<file path="src/rtl/instruction_prefetch_unit_if.sv">
// Signal bundle between the prefetch unit, its control/memory side and the decode stage.
// The unit connects through the slave modport; the surrounding logic uses master.
interface instruction_prefetch_unit_if #(
  parameter int unsigned DEPTH = 4,
  parameter int unsigned WIDTH = 20
);
  localparam int unsigned CW = $clog2(DEPTH) + 1;

  logic             Fetch_Enable;
  logic             JumpEnable;
  logic [WIDTH-1:0] JumpAddress;
  logic             Ready;
  logic [WIDTH-1:0] IMem_Data;
  logic             IMem_Request;
  logic [WIDTH-1:0] IMem_Address;
  logic [WIDTH-1:0] Instruction_Out;
  logic [WIDTH-1:0] Instruction_PC;
  logic             Instruction_Valid;
  logic [CW-1:0]    Fifo_Count;

  modport slave (
    input  Fetch_Enable, JumpEnable, JumpAddress, Ready, IMem_Data,
    output IMem_Request, IMem_Address, Instruction_Out, Instruction_PC,
           Instruction_Valid, Fifo_Count
  );

  modport master (
    output Fetch_Enable, JumpEnable, JumpAddress, Ready, IMem_Data,
    input  IMem_Request, IMem_Address, Instruction_Out, Instruction_PC,
           Instruction_Valid, Fifo_Count
  );
endinterface

</file>
<file path="src/rtl/instruction_prefetch_unit.sv">
// Instruction prefetch unit: issues sequential fetches into a small FIFO of (instruction, PC)
// pairs, throttled by FIFO occupancy plus the outstanding read, and flushed on a jump.
module instruction_prefetch_unit #(
  parameter int unsigned DEPTH = 4,
  parameter int unsigned WIDTH = 20
) (
  input logic                        Clock,
  input logic                        Reset,
  instruction_prefetch_unit_if.slave bus
);
  localparam int unsigned AW = $clog2(DEPTH);
  localparam int unsigned CW = AW + 1;
  localparam logic [CW:0] LP_DEPTH = (CW+1)'(DEPTH);

  typedef enum logic [1:0] {
    S_IDLE,
    S_FETCH,
    S_HOLD
  } state_t;

  state_t           r_state;
  state_t           w_state_nxt;
  logic [WIDTH-1:0] r_pc;
  logic             r_inflight;
  logic [WIDTH-1:0] r_infl_addr;
  logic [AW-1:0]    r_rd_ptr;
  logic [AW-1:0]    r_wr_ptr;
  logic [CW-1:0]    r_count;
  logic [WIDTH-1:0] r_fifo_instr [DEPTH];
  logic [WIDTH-1:0] r_fifo_pc    [DEPTH];

  logic             w_nonempty;
  logic             w_valid;
  logic             w_pop;
  logic             w_push;
  logic [CW:0]      w_occupancy;
  logic             w_space;
  logic             w_req;

  assign w_nonempty = (r_count != '0);
  assign w_valid    = w_nonempty && !bus.JumpEnable;
  assign w_pop      = w_valid && bus.Ready;
  // A response arriving in a jump cycle belongs to the abandoned stream.
  assign w_push     = r_inflight && !bus.JumpEnable;
  // Pops in this cycle deliberately earn no credit: the request decision uses registered state only.
  assign w_occupancy = {1'b0, r_count} + {{CW{1'b0}}, r_inflight};
  assign w_space     = (w_occupancy < LP_DEPTH);

  always_comb begin
    w_state_nxt = r_state;
    w_req       = 1'b0;
    case (r_state)
      S_IDLE:  w_state_nxt = S_FETCH;
      S_FETCH: begin
        w_req = bus.Fetch_Enable && !bus.JumpEnable && w_space;
        if (!bus.Fetch_Enable) w_state_nxt = S_HOLD;
      end
      S_HOLD:  if (bus.Fetch_Enable) w_state_nxt = S_FETCH;
      default: w_state_nxt = S_IDLE;
    endcase
  end

  always_ff @(posedge Clock or posedge Reset) begin
    if (Reset) begin
      r_state     <= S_IDLE;
      r_pc        <= '0;
      r_inflight  <= 1'b0;
      r_infl_addr <= '0;
      r_rd_ptr    <= '0;
      r_wr_ptr    <= '0;
      r_count     <= '0;
    end else begin
      r_state    <= w_state_nxt;
      r_inflight <= w_req;
      if (w_req) begin
        r_infl_addr <= r_pc;
        r_pc        <= r_pc + 1'b1;
      end
      if (bus.JumpEnable) begin
        r_pc     <= bus.JumpAddress;
        r_rd_ptr <= '0;
        r_wr_ptr <= '0;
        r_count  <= '0;
      end else begin
        if (w_push) r_wr_ptr <= r_wr_ptr + 1'b1;
        if (w_pop)  r_rd_ptr <= r_rd_ptr + 1'b1;
        if (w_push && !w_pop)      r_count <= r_count + 1'b1;
        else if (!w_push && w_pop) r_count <= r_count - 1'b1;
      end
    end
  end

  // Storage needs no reset: the head is masked to zero whenever the count is zero.
  always_ff @(posedge Clock) begin
    if (w_push) begin
      r_fifo_instr[r_wr_ptr] <= bus.IMem_Data;
      r_fifo_pc[r_wr_ptr]    <= r_infl_addr;
    end
  end

  assign bus.IMem_Request      = w_req;
  assign bus.IMem_Address      = r_pc;
  assign bus.Instruction_Valid = w_valid;
  assign bus.Instruction_Out   = w_nonempty ? r_fifo_instr[r_rd_ptr] : '0;
  assign bus.Instruction_PC    = w_nonempty ? r_fifo_pc[r_rd_ptr] : '0;
  assign bus.Fifo_Count        = r_count;
endmodule
</file>
<file path="src/flat_wrapper.sv">
// flat-port wrapper written by rule: the top's interface ports become plain ports
module instruction_prefetch_unit_flat 
#(
  parameter int unsigned DEPTH = 4,
  parameter int unsigned WIDTH = 20
)
  (Clock, Reset, bus_Fetch_Enable, bus_JumpEnable, bus_JumpAddress, bus_Ready, bus_IMem_Data, bus_IMem_Request, bus_IMem_Address, bus_Instruction_Out, bus_Instruction_PC, bus_Instruction_Valid, bus_Fifo_Count);
  instruction_prefetch_unit_if #(.DEPTH(DEPTH), .WIDTH(WIDTH)) bus_i ();
  input logic Clock;
  input logic Reset;
  input wire logic [$bits(bus_i.Fetch_Enable)-1:0] bus_Fetch_Enable;
  input wire logic [$bits(bus_i.JumpEnable)-1:0] bus_JumpEnable;
  input wire logic [$bits(bus_i.JumpAddress)-1:0] bus_JumpAddress;
  input wire logic [$bits(bus_i.Ready)-1:0] bus_Ready;
  input wire logic [$bits(bus_i.IMem_Data)-1:0] bus_IMem_Data;
  output wire logic [$bits(bus_i.IMem_Request)-1:0] bus_IMem_Request;
  output wire logic [$bits(bus_i.IMem_Address)-1:0] bus_IMem_Address;
  output wire logic [$bits(bus_i.Instruction_Out)-1:0] bus_Instruction_Out;
  output wire logic [$bits(bus_i.Instruction_PC)-1:0] bus_Instruction_PC;
  output wire logic [$bits(bus_i.Instruction_Valid)-1:0] bus_Instruction_Valid;
  output wire logic [$bits(bus_i.Fifo_Count)-1:0] bus_Fifo_Count;
  assign bus_i.Fetch_Enable = bus_Fetch_Enable;
  assign bus_i.JumpEnable = bus_JumpEnable;
  assign bus_i.JumpAddress = bus_JumpAddress;
  assign bus_i.Ready = bus_Ready;
  assign bus_i.IMem_Data = bus_IMem_Data;
  assign bus_IMem_Request = bus_i.IMem_Request;
  assign bus_IMem_Address = bus_i.IMem_Address;
  assign bus_Instruction_Out = bus_i.Instruction_Out;
  assign bus_Instruction_PC = bus_i.Instruction_PC;
  assign bus_Instruction_Valid = bus_i.Instruction_Valid;
  assign bus_Fifo_Count = bus_i.Fifo_Count;
  instruction_prefetch_unit #(.DEPTH(DEPTH), .WIDTH(WIDTH)) u_core (.Clock(Clock), .Reset(Reset), .bus(bus_i));
endmodule
</file>
<file path="config.mk">
export PLATFORM = sky130hd
export DESIGN_NAME = instruction_prefetch_unit_flat
export DESIGN_NICKNAME = d
export VERILOG_FILES = /design/src/rtl/instruction_prefetch_unit_if.sv /design/src/rtl/instruction_prefetch_unit.sv /design/src/flat_wrapper.sv
export SDC_FILE = /design/constraint.sdc
export NUM_CORES = 1
export LEC_CHECK = 0
export BUFFER_PORTS_ARGS = -buffer_cell sky130_fd_sc_hd__buf_2
export CAP_MARGIN = 20
export CORE_MARGIN = 2
export CORE_UTILIZATION = 45
export CTS_CLUSTER_SIZE = 25
export DETAILED_ROUTE_END_ITERATION = 16
export GPL_TIMING_DRIVEN = 0
export SETUP_SLACK_MARGIN = 0.05
export SYNTH_ARGS = -nofsm -noshare
export SYNTH_HDL_FRONTEND = slang
export SYNTH_SLANG_ARGS = --single-unit
</file>
<file path="constraint.sdc">
create_clock -name Clock -period 2.53 [get_ports Clock]
set_input_delay 0.3795 -clock Clock [delete_from_list [all_inputs] [get_ports Clock]]
set_output_delay 0.3795 -clock Clock [all_outputs]
set_load 0.03 [all_outputs]
</file>
==> results of run 1 <==
final cells by class:
| class | count | area (um2) |
|---|---|---|
| clock inverters | 15 | 253 |
| plain buffers | 23 | 159 |
| clock buffers | 25 | 583 |
| repair buffers | 114 | 668 |
| inverters | 9 | 33.8 |
| multi-input cells | 239 | 2300 |
| fillers | 1495 | 8230 |
| well taps | 234 | 293 |
| flip-flops and latches | 210 | 6060 |
worst reg2reg max path: cells and delay by family (launching register included):
kind	cells	cell delay [ns]
buf+inv	1	0.25
simple gates	2	1.04
flops	1	0.55
worst min path at each step:
stage	start	to	slack, ns	cells past startpoint
after CTS	bus_Fetch_Enable	u_core.r_state[1]	0.04	2
final	bus_Fetch_Enable	u_core.r_state[1]	0.06	2
after global placement	u_core.r_infl_addr[4]	u_core.r_fifo_pc[3][4]	0.48	0
after floorplan	bus_Fetch_Enable	u_core.r_state[1]	0.45	1
after global routing	bus_Fetch_Enable	u_core.r_state[1]	0.06	2
after detailed placement	u_core.r_infl_addr[11]	u_core.r_fifo_pc[3][11]	0.50	0
cells in the final DEF, fill, tap and decap left out, drive strengths merged, types with 3 or more instances in the layout:
master	netlist	layout
inv	8	8
dfrtp	50	50
nor2b	41	41
o21ai	10	10
mux2	20	20
nand4	11	11
and2	7	7
bufinv	0	7
nor2	9	9
clkbuf	16	34
nor3	3	3
o211ai	7	7
ha	5	5
mux2i	3	3
edfxtp	160	160
o311ai	10	10
xnor2	5	5
clkinv	1	8
mux4	40	40
or4	6	6
buf	10	127
nand2	23	23
xor2	5	5
nand3	15	15
and3	4	4
or3	3	3
power by group through the flow:
stage / combinational (mW) / sequential [mW] / clock (mW)
floorplan: 2.34 / 4.61 / 0
global placement: 3.32 / 4.58 / 0
detailed placement: 3.37 / 4.61 / 0
CTS: 3.43 / 4.58 / 3.73
global route: 3.64 / 4.65 / 3.84
finish: 3.38 / 4.59 / 3.65
sequential cells by signal (all words and copies together) (netlist names):
signal                   flops
u_core.bus.Fifo_Count        3
u_core.bus.IMem_Address     20
u_core.r_fifo_instr         80
u_core.r_fifo_pc            80
u_core.r_infl_addr          20
u_core.r_inflight            1
u_core.r_rd_ptr              2
u_core.r_state               2
u_core.r_wr_ptr              2
logic make-up after synthesis:
kind of cell,synth area share [%]
AO/OA/AOI/OAI,2.83
XOR/XNOR,1.03
adder cells (fa/ha/maj),0.973
buffers and inverters,1.80
flip-flops,71.3
multiplexers,13.6
AND/OR/NAND/NOR,8.43
per-stage QoR:
stage	TNS [ns]	utilization [%]	std cells	setup WS (ns)	instance area [um2]
after CTS	0	55.7	869	0.0596	10300
after global placement	-102.81	50.2	826	-0.657	9320
after detailed placement	0	50.8	831	0.0596	9440
after global routing	0	55.7	869	0.0391	10400
final	0	55.7	869	0.120	10400
after floorplan	0	-	484	0.341	8490
repair_timing:
action	in CTS	in global routing
endpoints found under the hold margin	23	0
resized for setup	26	7
hold buffers	1	0
setup endpoints to repair	42	13
per-layer routing:
metal	part of all wire, %	wire, um	vias up	GRT usage (%)
li1	-	-	2164	-
met1	44	7710	2445	24.9
met2	48	8500	166	29.7
met3	6.2	1080	23	3.31
met4	1.4	254	0	3.53
met5	0	0	-	0
==> results.yml, run 1 <==
drt:
  wirelength_mm: 17.5
  wl_per_cell_um: 20.2
  via_count: 4798
  drc: 0
  vias_per_cell: 5.52
  firstDrtPassIters: 4
  drtIter0Drc: 340
  final_antenna_net_count: 0
synthesis:
  synth.avg_cell_area_um2: 17.5
  synth_enable_flop_cells: 160
  synthDistinctLibCells: 39
  yosysMostFrequentCell: "edfxtp_1"
  synth.ff_latch_count: 210
  synth_top_area_cell: "edfxtp_1"
  postSynth.asyncResetShare_pct: 23.8
  syn_nets: 535
  synth_top_area_share_pct: 56.6
  synth_common_cells: "edfxtp_1 (160), dfrtp_1 (50), nor2b_1 (41), mux4_2 (40), nand2_1 (23)"
  synth_warnings: 0
  syn_inst: 484
  synth_area_leaders: "edfxtp_1 (57%), dfrtp_1 (15%), mux4_2 (11%), nor2b_1 (3.0%), mux2_2 (2.7%)"
  seq_area_frac_synth_pct: 71.3
  ys.flop_type: "edfxtp_1"
  synth_area_mm2: 0.00849
power:
  p_seq_share_pct: 39.5
  switching_share_pct: 32.0
  p_leak_nw: 3.81
  combPwrFrac_pct: 29.1
  p_int_mw: 7.89
  p_sw_mw: 3.72
  power_mw: 11.6
  pwr-share-clk_pct: 31.4
  ir_drop_uv: 544
  p_per_area_mw_per_mm2: 1120
worst_setup_path:
  cp-end-kind: "output port"
  crit_buf_inv: 2
  path_cells: "buf_6 > mux4_2 > nor2b_1 > buf_2"
  r2r_end: "u_core.r_fifo_instr[0][5]"
  r2r_slack_ns: 0.39
  rr_startpoint: "u_core.r_inflight"
  crit_family: "multiplexers"
  crit_start: "u_core.r_rd_ptr[0]"
  cp_slowest_cell: "mux4_2"
  crit_cells: 4
  cp.required_ns: 2.15
  cp_slowest_stage_delay_ns: 0.50
  crit_end: "bus_Instruction_Out[1]"
  worstPathArrival_ns: 2.03
  path_max_fanout: 10
  critical_path_class: "register to output port"
  r2r_cells: 3
  startpoint_type: "register"
final_layout:
  syn_to_final_growth_pct: 21.9
  drive_above_1_share_pct: 37.2
  antennaDiodeCount: 0
  layout.nets: 670
flow_run:
  drv_cap: 0
place:
  place_congestion: 0.838
  io_buffers: 108
  dp.final_hpwl_mm: 11.5
global_route:
  grt_overflow: 0
  antenna_found_initial: 0
  grt_pass1_wl_mm: 27.4
  grtUsageTotal_pct: 17.8
  grt_max_degree: 27
  grt_pass1_vias: 4959
die:
  boundaryPins: 110
  rows: 50
  core_area_mm2: 0.0186
  die_area_mm2: 0.0200
  initial_utilization_pct: 45.7
  die_h_um: 141
  die_x_um: 141
sta:
  timing.hold.ws_ns: 0.0556
  finalSetupViolations: 0
  worstMarginPinSlew_ns: 0.786
  fmax_ghz: 0.415
  clock_skew_ns: 0.00720
  period_needed_ns: 2.41
  maxSlewViolCount: 0
  rsz0062_at_grt: "true"
  relSlewSlack_pct: 47.6
  hold_violations: 0
  timing.final.crit_share_pct: 95.3
clock_network:
  cts_buffers: 22
  cts_num_sinks: 210
  clk_pin_slew_ns: 0.06
  htreeDepth: 1
  cts_root_buffer: "clkbuf_16"
  cts_buffer_depth: 3
  cts_tree: "done"
  post_cts_buffers: 0
  insertion_delay_ns: 0.50
worst_hold_path:
  holdCritPathClass: "primary input to register"
run_status:
  outcome: "complete, no violations"
Power figures use the tool's default switching activity.
==> run 2, diff against run 1 <==
--- a/config.mk
+++ b/config.mk
@@ -8,10 +8,11 @@
 export BUFFER_PORTS_ARGS = -buffer_cell sky130_fd_sc_hd__buf_2
 export CAP_MARGIN = 20
 export CORE_MARGIN = 2
-export CORE_UTILIZATION = 45
+export CORE_UTILIZATION = 57
 export CTS_CLUSTER_SIZE = 25
 export DETAILED_ROUTE_END_ITERATION = 16
 export GPL_TIMING_DRIVEN = 0
+export PLACE_DENSITY = 0.79
 export SETUP_SLACK_MARGIN = 0.05
 export SYNTH_ARGS = -nofsm -noshare
 export SYNTH_HDL_FRONTEND = slang
==> run 2 against run 1 <==
First-iteration DRC count is 30% higher. Die area is 20% lower. Register-to-register slack worse by 0.14 ns. Largest power group unchanged. Power is 6.4% lower. Combinational power hardly changed. Clock power is 22% lower.
==> results.yml, run 2 (synthesis results as in run 1) <==
run_status:
  outcome: "complete, no violations"
flow_run:
  drv_cap: 0
final_layout:
  final_area_mm2: 0.0101
  final_common_cell: "edfxtp_1"
  final_cell_count_no_fill: 819
  syn_to_final_growth_pct: 18.9
  layout_common_cells: "edfxtp_1 (160), buf_2 (110), dfrtp_1 (45)"
  layout.nets: 671
  drive_above_1_share_pct: 37.2
  reg_top3: "u_core.r_fifo_instr: 80 flops, u_core.r_fifo_pc: 80 flops"
  antennaDiodeCount: 0
  final_util_pct: 69.5
clock_network:
  cts_buffer_depth: 3
  insertion_delay_ns: 0.49
  clk_pin_slew_ns: 0.06
  cts_buffers: 21
  cts_tree: "done"
  htreeDepth: 1
  cts_num_sinks: 210
  cts_root_buffer: "clkbuf_16"
sta:
  worst_slack_ns: 0.0971
  period_needed_ns: 2.43
  finalSetupViolations: 0
  hold_violations: 0
  maxSlewViolCount: 0
  fmax_ghz: 0.411
  worstMarginPinSlew_ns: 0.676
  rsz0062_at_grt: "true"
  relSlewSlack_pct: 54.7
  clock_skew_ns: 0.00987
  timing.final.crit_share_pct: 96.2
place:
  place_congestion: 0.843
  io_buffers: 108
  dp_cells: 781
  placed_cell_area_mm2: 0.00937
  dp.final_hpwl_mm: 11.1
  preCtsSetupSlack_ns: 0.194
worst_setup_path:
  crit_family: "multiplexers"
  path_max_fanout: 10
  r2r_cells: 5
  cp_slowest_cell: "mux4_2"
  cp_slowest_stage_delay_ns: 0.53
  r2r_slack_ns: 0.25
  cp-end-kind: "output port"
  crit_buf_inv: 2
  worstPathArrival_ns: 2.05
  rr_startpoint: "u_core.bus.Fifo_Count[2]"
  startpoint_type: "register"
  r2r_end: "u_core.bus.Fifo_Count[1]"
  path_cells: "buf_8 > mux4_2 > nor2b_1 > buf_2"
  critical_path_class: "register to output port"
  cp.required_ns: 2.15
drt:
  firstDrtPassIters: 5
  via_count: 4936
  drtIter0Drc: 443
  drc: 0
  wl_per_cell_um: 21.0
  wirelength_mm: 17.2
  vias_per_cell: 6.03
  final_antenna_net_count: 0
power:
  p_leak_nw: 3.71
  ir_drop_uv: 479
  p_per_area_mw_per_mm2: 1080
die:
  die_x_um: 126
  die_area_mm2: 0.0159
  boundaryPins: 110
  core_area_mm2: 0.0145
  initial_utilization_pct: 58.4
  rows: 44
  die_h_um: 126
worst_hold_path:
  holdCritPathClass: "primary input to register"
  worstHoldStart: "bus_Fetch_Enable"
  whs_path_depth: 2
  holdPathEnd: "u_core.r_state[1]"
global_route:
  grt_overflow: 0
  grt_pass1_wl_mm: 27.2
  grtUsageTotal_pct: 21.8
  grt_max_degree: 43
  grt_pass1_vias: 5163
  antenna_found_initial: 0
run 2: how the worst max path moves through the flow:
stage                                        start                         to  slack, ns  cells past startpoint
after global routing            u_core.r_rd_ptr[0]      bus_Instruction_PC[7]       0.03                      4
after global placement           u_core.r_inflight  u_core.r_fifo_instr[1][2]      -0.45                      3
after detailed placement  u_core.bus.Fifo_Count[2]      bus_Instruction_PC[7]       0.19                      4
after floorplan                  u_core.r_inflight  u_core.r_fifo_instr[0][0]       0.34                      3
after CTS                       u_core.r_rd_ptr[1]      bus_Instruction_PC[7]       0.04                      5
final                           u_core.r_rd_ptr[0]     bus_Instruction_PC[18]        0.1                      4
run 2: stage by stage:
| step | TNS [ns] | hold slack [ns] | total power, mW |
|---|---|---|---|
| CTS | 0 | 0.0685 | 10.9 |
| global route | 0 | 0.0849 | 11.3 |
| detailed placement | 0 | 0.343 | 7.96 |
| floorplan | 0 | 0.446 | 6.94 |
| finish | 0 | 0.0799 | 10.9 |
| global placement | -70.55 | 0.483 | 7.84 |
run 2: metal layers:
layer | track usage (%) | wire length (um)
met1 | 30.5 | 7040
met3 | 4.04 | 1300
met4 | 6.53 | 402
met2 | 35.5 | 8490
met5 | 0 | 0
run 2: cell type report:
class                   count  area (um2)
clock inverters             6        38.8
fillers                   934        4440
flip-flops and latches    210        6060
plain buffers              22         158
multi-input cells         239        2300
repair buffers            117         676
well taps                 184         230
inverters                   9        33.8
clock buffers              32         597
run 2: where the power goes:
group          internal [mW]  switching, mW
clock                   1.63           1.23
sequential              4.22          0.376
combinational           1.33           2.08
total                   7.18           3.69
run 2: repair_timing:
action                                 in CTS  in global routing
buffers inserted                            1                  2
setup endpoints to repair                  41                 40
pin swaps                                   0                  0
hold buffers                                1                  0
endpoints found under the hold margin       8                  0
gates resized for setup                    26                  5
